### src/rtl/sha3_digest_axis_tx_if.sv
// ============================================================================
//  Module   : sha3_digest_axis_tx_if
//  Purpose  : Core-side capture handshake and AXI4-Stream digest bus.
//  Revision : 1.0  initial release
// ============================================================================
`default_nettype none

interface sha3_digest_axis_tx_if #(
    parameter int DATA_WIDTH = 16
);
    localparam int KEEP_WIDTH = DATA_WIDTH / 8;

    logic                  s_valid;
    logic                  s_ready;
    logic [1599:0]         s_state;
    logic [2:0]            s_tuser;
    logic [DATA_WIDTH-1:0] m_axis_tdata;
    logic [KEEP_WIDTH-1:0] m_axis_tkeep;
    logic                  m_axis_tlast;
    logic                  m_axis_tvalid;
    logic                  m_axis_tready;

    // master: the digest transmitter itself
    modport master (
        input  s_valid, s_state, s_tuser, m_axis_tready,
        output s_ready, m_axis_tdata, m_axis_tkeep, m_axis_tlast, m_axis_tvalid
    );

    // slave: the permutation core plus the downstream stream sink
    modport slave (
        output s_valid, s_state, s_tuser, m_axis_tready,
        input  s_ready, m_axis_tdata, m_axis_tkeep, m_axis_tlast, m_axis_tvalid
    );
endinterface

`default_nettype wire

### src/rtl/sha3_digest_axis_tx.sv
// ============================================================================
//  Module   : sha3_digest_axis_tx
//  Purpose  : Captures a Keccak-f[1600] state and streams the mode's digest
//             as AXI4-Stream beats with TLAST and a partial-beat TKEEP.
//  Revision : 1.0  initial release
// ============================================================================
`default_nettype none

module sha3_digest_axis_tx #(
    parameter int DATA_WIDTH = 16,
    parameter int KEEP_WIDTH = DATA_WIDTH / 8
) (
    input  logic                       ACLK,
    input  logic                       ARESETn,
    sha3_digest_axis_tx_if.master      bus,
    output logic                       busy
);

    localparam int c_LOG2W = $clog2(DATA_WIDTH);

    generate
        if (!((DATA_WIDTH == 8) || (DATA_WIDTH == 16) || (DATA_WIDTH == 32) ||
              (DATA_WIDTH == 64)) || (KEEP_WIDTH != DATA_WIDTH / 8)) begin : g_bad_width
            $error("sha3_digest_axis_tx: DATA_WIDTH must be 8/16/32/64 and KEEP_WIDTH = DATA_WIDTH/8");
        end
    endgenerate

    typedef enum logic [0:0] {
        ST_IDLE   = 1'b0,
        ST_STREAM = 1'b1
    } state_t;

    state_t                r_state;
    state_t                w_state_next;
    logic [7:0]            r_beat_cnt;
    logic [7:0]            r_last_idx;
    logic [KEEP_WIDTH-1:0] r_keep_last;
    logic [1599:0]         r_shreg;

    logic [10:0]           w_len;
    logic [7:0]            w_last_idx;
    logic [10:0]           w_rem;
    logic [KEEP_WIDTH-1:0] w_keep_last;
    logic                  w_capture;
    logic                  w_beat;
    logic                  w_last;
    logic                  w_s_ready;
    logic                  w_tvalid;
    logic                  w_tlast;
    logic [KEEP_WIDTH-1:0] w_tkeep;
    logic [DATA_WIDTH-1:0] w_tdata;

    // Digest length in bits for the requested mode; reserved codes fall back to 256.
    always_comb begin
        w_len = 11'd256;
        case (bus.s_tuser)
            3'd0:    w_len = 11'd224;
            3'd1:    w_len = 11'd256;
            3'd2:    w_len = 11'd384;
            3'd3:    w_len = 11'd512;
            3'd4:    w_len = 11'd1600;
            default: w_len = 11'd256;
        endcase
    end

    // Index of the final beat and the bits left over for it (always a whole number of bytes).
    assign w_last_idx = 8'(((12'(w_len) + 12'(DATA_WIDTH - 1)) >> c_LOG2W) - 12'd1);
    assign w_rem      = w_len - (11'(w_last_idx) << c_LOG2W);

    always_comb begin
        w_keep_last = '0;
        for (int i = 0; i < KEEP_WIDTH; i++) begin
            w_keep_last[i] = (11'(8 * i) < w_rem);
        end
    end

    assign w_capture = (r_state == ST_IDLE) && bus.s_valid;
    assign w_beat    = (r_state == ST_STREAM) && bus.m_axis_tready;
    assign w_last    = (r_beat_cnt == r_last_idx);

    always_comb begin
        w_state_next = r_state;
        w_s_ready    = 1'b0;
        busy         = 1'b0;
        w_tvalid     = 1'b0;
        w_tlast      = 1'b0;
        w_tkeep      = '0;
        case (r_state)
            ST_IDLE: begin
                w_s_ready = 1'b1;
                if (bus.s_valid) begin
                    w_state_next = ST_STREAM;
                end
            end
            ST_STREAM: begin
                busy     = 1'b1;
                w_tvalid = 1'b1;
                w_tlast  = w_last;
                w_tkeep  = w_last ? r_keep_last : '1;
                if (bus.m_axis_tready && w_last) begin
                    w_state_next = ST_IDLE;
                end
            end
            default: w_state_next = ST_IDLE;
        endcase
    end

    // Bytes outside TKEEP are forced to zero, which also zeroes TDATA whenever idle.
    always_comb begin
        w_tdata = '0;
        for (int i = 0; i < KEEP_WIDTH; i++) begin
            w_tdata[8*i +: 8] = w_tkeep[i] ? r_shreg[8*i +: 8] : 8'h00;
        end
    end

    always_ff @(posedge ACLK or negedge ARESETn) begin
        if (!ARESETn) begin
            r_state     <= ST_IDLE;
            r_beat_cnt  <= 8'd0;
            r_last_idx  <= 8'd0;
            r_keep_last <= '0;
        end else begin
            r_state <= w_state_next;
            if (w_capture) begin
                r_beat_cnt  <= 8'd0;
                r_last_idx  <= w_last_idx;
                r_keep_last <= w_keep_last;
            end else if (w_beat) begin
                r_beat_cnt <= r_beat_cnt + 8'd1;
            end
        end
    end

    // The state register carries no reset: its contents never reach TDATA while idle.
    always_ff @(posedge ACLK) begin
        if (w_capture) begin
            r_shreg <= bus.s_state;
        end else if (w_beat) begin
            r_shreg <= r_shreg >> DATA_WIDTH;
        end
    end

    assign bus.s_ready       = w_s_ready;
    assign bus.m_axis_tvalid = w_tvalid;
    assign bus.m_axis_tlast  = w_tlast;
    assign bus.m_axis_tkeep  = w_tkeep;
    assign bus.m_axis_tdata  = w_tdata;

endmodule

`default_nettype wire

### src/flat_wrapper.sv
// flat-port wrapper written by rule: the top's interface ports become plain ports
module sha3_digest_axis_tx_flat 
#(
    parameter int DATA_WIDTH = 16,
    parameter int KEEP_WIDTH = DATA_WIDTH / 8
)
  (ACLK, ARESETn, busy, bus_s_valid, bus_s_state, bus_s_tuser, bus_m_axis_tready, bus_s_ready, bus_m_axis_tdata, bus_m_axis_tkeep, bus_m_axis_tlast, bus_m_axis_tvalid);
  sha3_digest_axis_tx_if #(.DATA_WIDTH(DATA_WIDTH)) bus_i ();
  input  logic ACLK;
  input  logic ARESETn;
  output logic busy;
  input wire logic [$bits(bus_i.s_valid)-1:0] bus_s_valid;
  input wire logic [$bits(bus_i.s_state)-1:0] bus_s_state;
  input wire logic [$bits(bus_i.s_tuser)-1:0] bus_s_tuser;
  input wire logic [$bits(bus_i.m_axis_tready)-1:0] bus_m_axis_tready;
  output wire logic [$bits(bus_i.s_ready)-1:0] bus_s_ready;
  output wire logic [$bits(bus_i.m_axis_tdata)-1:0] bus_m_axis_tdata;
  output wire logic [$bits(bus_i.m_axis_tkeep)-1:0] bus_m_axis_tkeep;
  output wire logic [$bits(bus_i.m_axis_tlast)-1:0] bus_m_axis_tlast;
  output wire logic [$bits(bus_i.m_axis_tvalid)-1:0] bus_m_axis_tvalid;
  assign bus_i.s_valid = bus_s_valid;
  assign bus_i.s_state = bus_s_state;
  assign bus_i.s_tuser = bus_s_tuser;
  assign bus_i.m_axis_tready = bus_m_axis_tready;
  assign bus_s_ready = bus_i.s_ready;
  assign bus_m_axis_tdata = bus_i.m_axis_tdata;
  assign bus_m_axis_tkeep = bus_i.m_axis_tkeep;
  assign bus_m_axis_tlast = bus_i.m_axis_tlast;
  assign bus_m_axis_tvalid = bus_i.m_axis_tvalid;
  sha3_digest_axis_tx #(.DATA_WIDTH(DATA_WIDTH), .KEEP_WIDTH(KEEP_WIDTH)) u_core (.ACLK(ACLK), .ARESETn(ARESETn), .bus(bus_i), .busy(busy));
endmodule
### config.mk
export PLATFORM = sky130hd
export DESIGN_NAME = sha3_digest_axis_tx_flat
export DESIGN_NICKNAME = d
export VERILOG_FILES = /design/src/rtl/sha3_digest_axis_tx_if.sv /design/src/rtl/sha3_digest_axis_tx.sv /design/src/flat_wrapper.sv
export SDC_FILE = /design/constraint.sdc
export NUM_CORES = 2
export LEC_CHECK = 0
export ABC_AREA = 1
export CELL_PAD_IN_SITES_DETAIL_PLACEMENT = 1
export CELL_PAD_IN_SITES_GLOBAL_PLACEMENT = 2
export CORE_AREA = 2 2 636 638
export DETAILED_ROUTE_END_ITERATION = 8
export DIE_AREA = 0 0 638 640
export PLACE_DENSITY_LB_ADDON = 0.1
export REMOVE_ABC_BUFFERS = 1
export SLEW_MARGIN = 10
export SYNTH_ARGS = -nofsm -noshare
export SYNTH_HDL_FRONTEND = slang
export SYNTH_SLANG_ARGS = --single-unit
### constraint.sdc
create_clock -name ACLK -period 41.8 [get_ports ACLK]
set_input_delay 4.18 -clock ACLK [delete_from_list [all_inputs] [get_ports ACLK]]
set_output_delay 4.18 -clock ACLK [all_outputs]
set_load 0.02 [all_outputs]
### After elaboration in Yosys (flattened, before gate mapping)

Index checks and enable logic that the tools add are counted.

* add/sub/neg operators: 4
* $lt $le $gt $ge: 2
* equal/unequal tests: 4
* muxes and demuxes: 15
* bitwise operators: 1
* reduce and logical (&&, ||, !) cells: 5

Operator list (number)
* two-way mux 1600 bit: 2
* case mux 11 bit (4 select lines): 1
* two-way mux 8 bit: 4
* adder 11 x 4 -> 12 bit (second input constant): 1
* less-than comparator 1 x 11 -> 1 bit (first input constant): 1
* less-than comparator 4 x 11 -> 1 bit (first input constant): 1
* subtractor 11 bit: 1
* adder 8 x 1 -> 8 bit (second input constant): 1
* equality test 8 bit: 1
* subtractor 8 x 1 -> 8 bit (second input constant): 1
* equality test 3 x 2 -> 1 bit (second input constant): 2
* two-way mux 1 bit: 5
* two-way mux 2 bit: 2
* equality test 3 bit (second input constant): 1
* logical AND 1 bit: 3
* zero test 3 bit: 1
* case mux 1 bit (2 select lines): 1
* nonzero test 2 bit: 1
* NOT 1 bit: 1

* flip-flop bits (word level): 1619
* output and inout port bits: 22
* word-level logic and storage cells: 36

### Longest topological paths before layout

* depth after elaboration: 6
* mapped depth: 10
* mapped depth without buffers: 8

### Worst setup path after synthesis

OpenSTA, ideal clock, no wires.

* path kind: input to register
* start point: input port bus_s_valid
* end point: register u_core.r_beat_cnt[5]
* arrival: 41.240 ns
* data required time: 41.502 ns
* setup slack: 0.262 ns
* cell stages on the path: 5
* path buffers: 0
* cells stage by stage: nand2_4 nand2_1 nand3_1 o21ai_0 a21oi_1

* word-level cells in the longest chain between the ends: 2

RTL lines
* start, declared: line flat_wrapper.sv:12 `input wire logic [$bits(bus_i.s_valid)-1:0] bus_s_valid;`
* logical AND 1 bit *: line sha3_digest_axis_tx.sv:77 `assign w_capture = (r_state == ST_IDLE) && bus.s_valid;`
* two-way mux 8 bit / nonzero test 2 bit (equally long branches)
* end signal, assigned: line sha3_digest_axis_tx.sv:129 `r_beat_cnt <= r_beat_cnt + 8'd1;`
* end, declared: line sha3_digest_axis_tx.sv:35 `logic [7:0] r_beat_cnt;`

Mark *: on every way between the ends. The rest lies on a longest branch, timed or not.
A chain may end at the register's enable or synchronous reset.

### Worst setup path in the final report

* start point: input port bus_s_valid
* end point: register u_core.r_shreg[1116], data pin

* word-level cells in the longest chain between the ends: 2

RTL lines
* logical AND 1 bit: line sha3_digest_axis_tx.sv:77
* two-way mux 1600 bit: line sha3_digest_axis_tx.sv:136 `if (w_capture) begin`
* end signal, assigned: line sha3_digest_axis_tx.sv:137 `r_shreg <= bus.s_state;`
* end signal, assigned: line sha3_digest_axis_tx.sv:139 `r_shreg <= r_shreg >> DATA_WIDTH;`
* end, declared: line sha3_digest_axis_tx.sv:38 `logic [1599:0] r_shreg;`

Every way passes these cells.

==> impl_metrics.py <==
metrics = {
    "global_route": {
        "antenna_found_initial": 491,
        "grt_usage_pct": 14.37,
        "grt_max_degree": 167,
        "grt_first_pass_wirelength_mm": 421.7,
        "overflow": 0,
        "grt_pass1_vias": 55942,
    },
    "timing": {
        "final-setup-viol-count": 0,
        "max_clock_freq_ghz": 0.09822,
        "grt_setup_unrepaired": "false",
        "tightestPinTransition_ns": 1.155,
        "hold_viol": 0,
        "slew-limit-headroom_pct": 23.01,
        "fin_crit_ns": 10.18,
        "fin_skew_ns": 0.05819,
        "fin_crit_sh_pct": 24.36,
        "finalSetupTns_ns": 0,
        "maxSlewViolCount": 0,
    },
    "worst_hold_path": {
        "hold_end": "u_core.r_shreg[869]$_DFFE_PP_",
        "hp-class": "flip-flop to flip-flop",
        "min-delay-start": "u_core.r_shreg[885]$_DFFE_PP_",
        "min_path_cells": 2,
    },
    "synth": {
        "synth_area_per_cell_um2": 9.985,
        "synth_top_area_share_pct": 69.89,
        "synth_area_leaders": "edfxtp_1 (70%), nand2_1 (26%), buf_2 (2.0%), dfrtp_1 (0.62%), clkbuf_1 (0.27%)",
        "synth.yosys.seq_area_share_pct": 70.50,
        "synth_cells": 6885,
        "synth-seq-cells": 1617,
        "yosys_warnings": 0,
        "ys_types": 21,
        "synth_area_um2": 68750,
        "synth_top_cell_by_area": "edfxtp_1",
    },
    "critical_path": {
        "crit_arrival_ns": 10.92,
        "cpMaxStageDelayCell": "buf_4",
        "cp_max_fo": 158,
        "crit_required_ns": 42.54,
        "r2r-start": "u_core.r_state$_DFF_PN0_",
        "startpoint": "bus_s_valid",
        "critPathLaunchType": "input pin",
        "r2r_slack_ns": 34.97,
        "path_common_cell": "buf_4",
        "max_stage_delay_ns": 0.84,
        "worstRegToRegCells": 12,
        "critPathKind": "input pin to flip-flop",
        "cp_cell_sequence": "clkdlybuf4s50_1, nand2_8, inv_16, buf_4, buf_4, buf_12, buf_4, buf_4, buf_4, buf_4, nand2_1, nand2_1",
        "setup.worst_path.end_class": "flip-flop",
        "rr_endpoint": "u_core.r_shreg[1116]$_DFFE_PP_",
    },
    "placed_design": {
        "dp_cells": 13503,
        "port_buffers": 1628,
        "dp_hpwl_mm": 221.9,
        "gp_congestion": 0.7694,
    },
    "status": {
        "outcome": "finished, final reports clean",
    },
    "clocking": {
        "ctsHoldBuffers": 0,
        "cts_tree": "done",
        "clock-sinks": 1617,
        "ctsResizeCount": 0,
        "clk_latency_ns": 0.88,
        "clk_path_buf_depth": 4,
        "post-cts-setup-buffer-count": 0,
        "path_clk_slew_ns": 0.06,
        "numCtsBuffers": 217,
        "h-tree-depth": 4,
        "cts_root_buffer": "clkbuf_16",
    },
    "cells_and_area": {
        "syn2layout_area_growth_pct": 41.27,
        "fillerInstances": 45699,
        "final_cells": 13980,
        "final_cell_mix": "nand2_1 (4776), clkdlybuf4s50_1 (1628), edfxtp_1 (1600)",
        "layout-drive-gt1-share_pct": 3.931,
        "layout_commonest_cell": "nand2_1",
        "layout.nets": 10043,
    },
    "detailed_routing": {
        "vias": 53713,
        "first_pass_iters": 5,
        "drc": 0,
        "ant_nets": 0,
        "drt_iter0_markers": 2801,
        "routedWlPerCell_um": 21.78,
        "viasPerCell": 3.842,
        "routed_wl_mm": 304.5,
    },
    "pwr": {
        "power.density_nw_per_um2": 43.07,
        "vdd_drop_max_v": 0.00002896,
        "p_leak_nw": 39.39,
    },
    "floorplan": {
        "num_io_pins": 1629,
        "dieHeight_um": 640,
        "initial_utilization_pct": 17.13,
        "die_area_um2": 408300,
        "coreArea_um2": 401400,
        "num_rows": 233,
        "chipWidth_um": 638,
    },
    "job": {
        "cap_violations": 0,
    },
}
## layout make-up
class                      count  area, um2  area share (%)
tap                         5287       6615           6.811
multi-input combinational   4860      18340           18.89
timing repair buffer        1688      16850           17.35
clock inverter               104      633.1          0.6519
sequential                  1617      48470           49.91
clock buffer                 279       5769           5.940
antenna                       94      235.2          0.2422
inverter                      51      207.7          0.2139
## cells by family (layout without fill, tap and decap cells)
logic type	count (synthesis)	in the layout	synth area share [%]
AOI/OAI and AO/OA	17	17	0.1310
xor gates and xnor gates	5	5	0.06369
adders and majority gates	1	1	0.01820
buffers and inverters	408	2122	2.837
DFF	1617	1617	70.50
other	0	94	0
and+or+nand+nor	4837	4837	26.45
## synth_stat cells
library cell / number
a32o_1: 1
o21ai_0: 10
inv_1: 49
edfxtp_1: 1600
a21oi_1: 6
xnor2_1: 5
inv_2: 1
buf_2: 279
nand2_2: 1
buf_4: 18
nand3_1: 5
ha_1: 1
nand2_4: 1
nor3b_1: 1
dfrtp_1: 17
nor3_1: 4
buf_1: 10
nand2_1: 4777
nor2_1: 48
inv_4: 1
clkbuf_1: 50
## how the worst max path moves through the flow
stage	end	slack [ns]	depth (start not counted)
after CTS	u_core.r_shreg[1271]$_DFFE_PP_	31.28	12
after floorplan	u_core.r_shreg[0]$_DFFE_PP_	-43.02	2
after global placement	u_core.r_shreg[1116]$_DFFE_PP_	30.27	12
after global routing	u_core.r_shreg[1170]$_DFFE_PP_	30.86	12
final	u_core.r_shreg[1116]$_DFFE_PP_	31.62	12
after detailed placement	u_core.r_shreg[1271]$_DFFE_PP_	30.28	12
## worst max-delay path: cells and delay by family
family,cells,cell delay (ns)
and+or+nand+nor,3,0.61
buffers and inverters,9,5.77
## metrics by stage
| step | worst slack, ns | util (%) | power (W) | hold slack, ns | instance area [um2] |
|---|---|---|---|---|---|
| after floorplan | -43.02 | - | 0.002428 | 0.4703 | 66990 |
| after detailed placement | 30.28 | 22.54 | 0.002471 | 0.5048 | 90480 |
| after global routing | 30.86 | 24.15 | 0.004390 | 0.4813 | 96960 |
| after global placement | 30.27 | 22.54 | 0.002465 | 0.4973 | 90480 |
| final | 31.62 | 24.19 | 0.004183 | 0.4569 | 97120 |
| after CTS | 31.28 | 24.14 | 0.004285 | 0.4516 | 96890 |
## sequential cells by signal, indices dropped and copies added, names as in the netlist
signal,count
u_core.r_shreg,1600
u_core.r_state,1
u_core.r_keep_last,1
u_core.r_last_idx,7
u_core.r_beat_cnt,8
## where the power goes
part,total (W),switching [W],leakage (nW),internal [W]
clock network,0.00176,0.000775,3.14,0.000984
logic,0.000409,0.000198,20.4,0.000211
registers,0.00201,0.0000437,15.9,0.00197
## metal layers
metal / vias up / global-route usage, % / wire [um]
met5: - / 0 / 1665
met4: 268 / 3.866 / 9923
met3: 1085 / 6.087 / 27410
met2: 1720 / 26.22 / 155400
met1: 25271 / 15.00 / 110100
li1: 25369 / - / -
(Power assumes the default switching activity.)
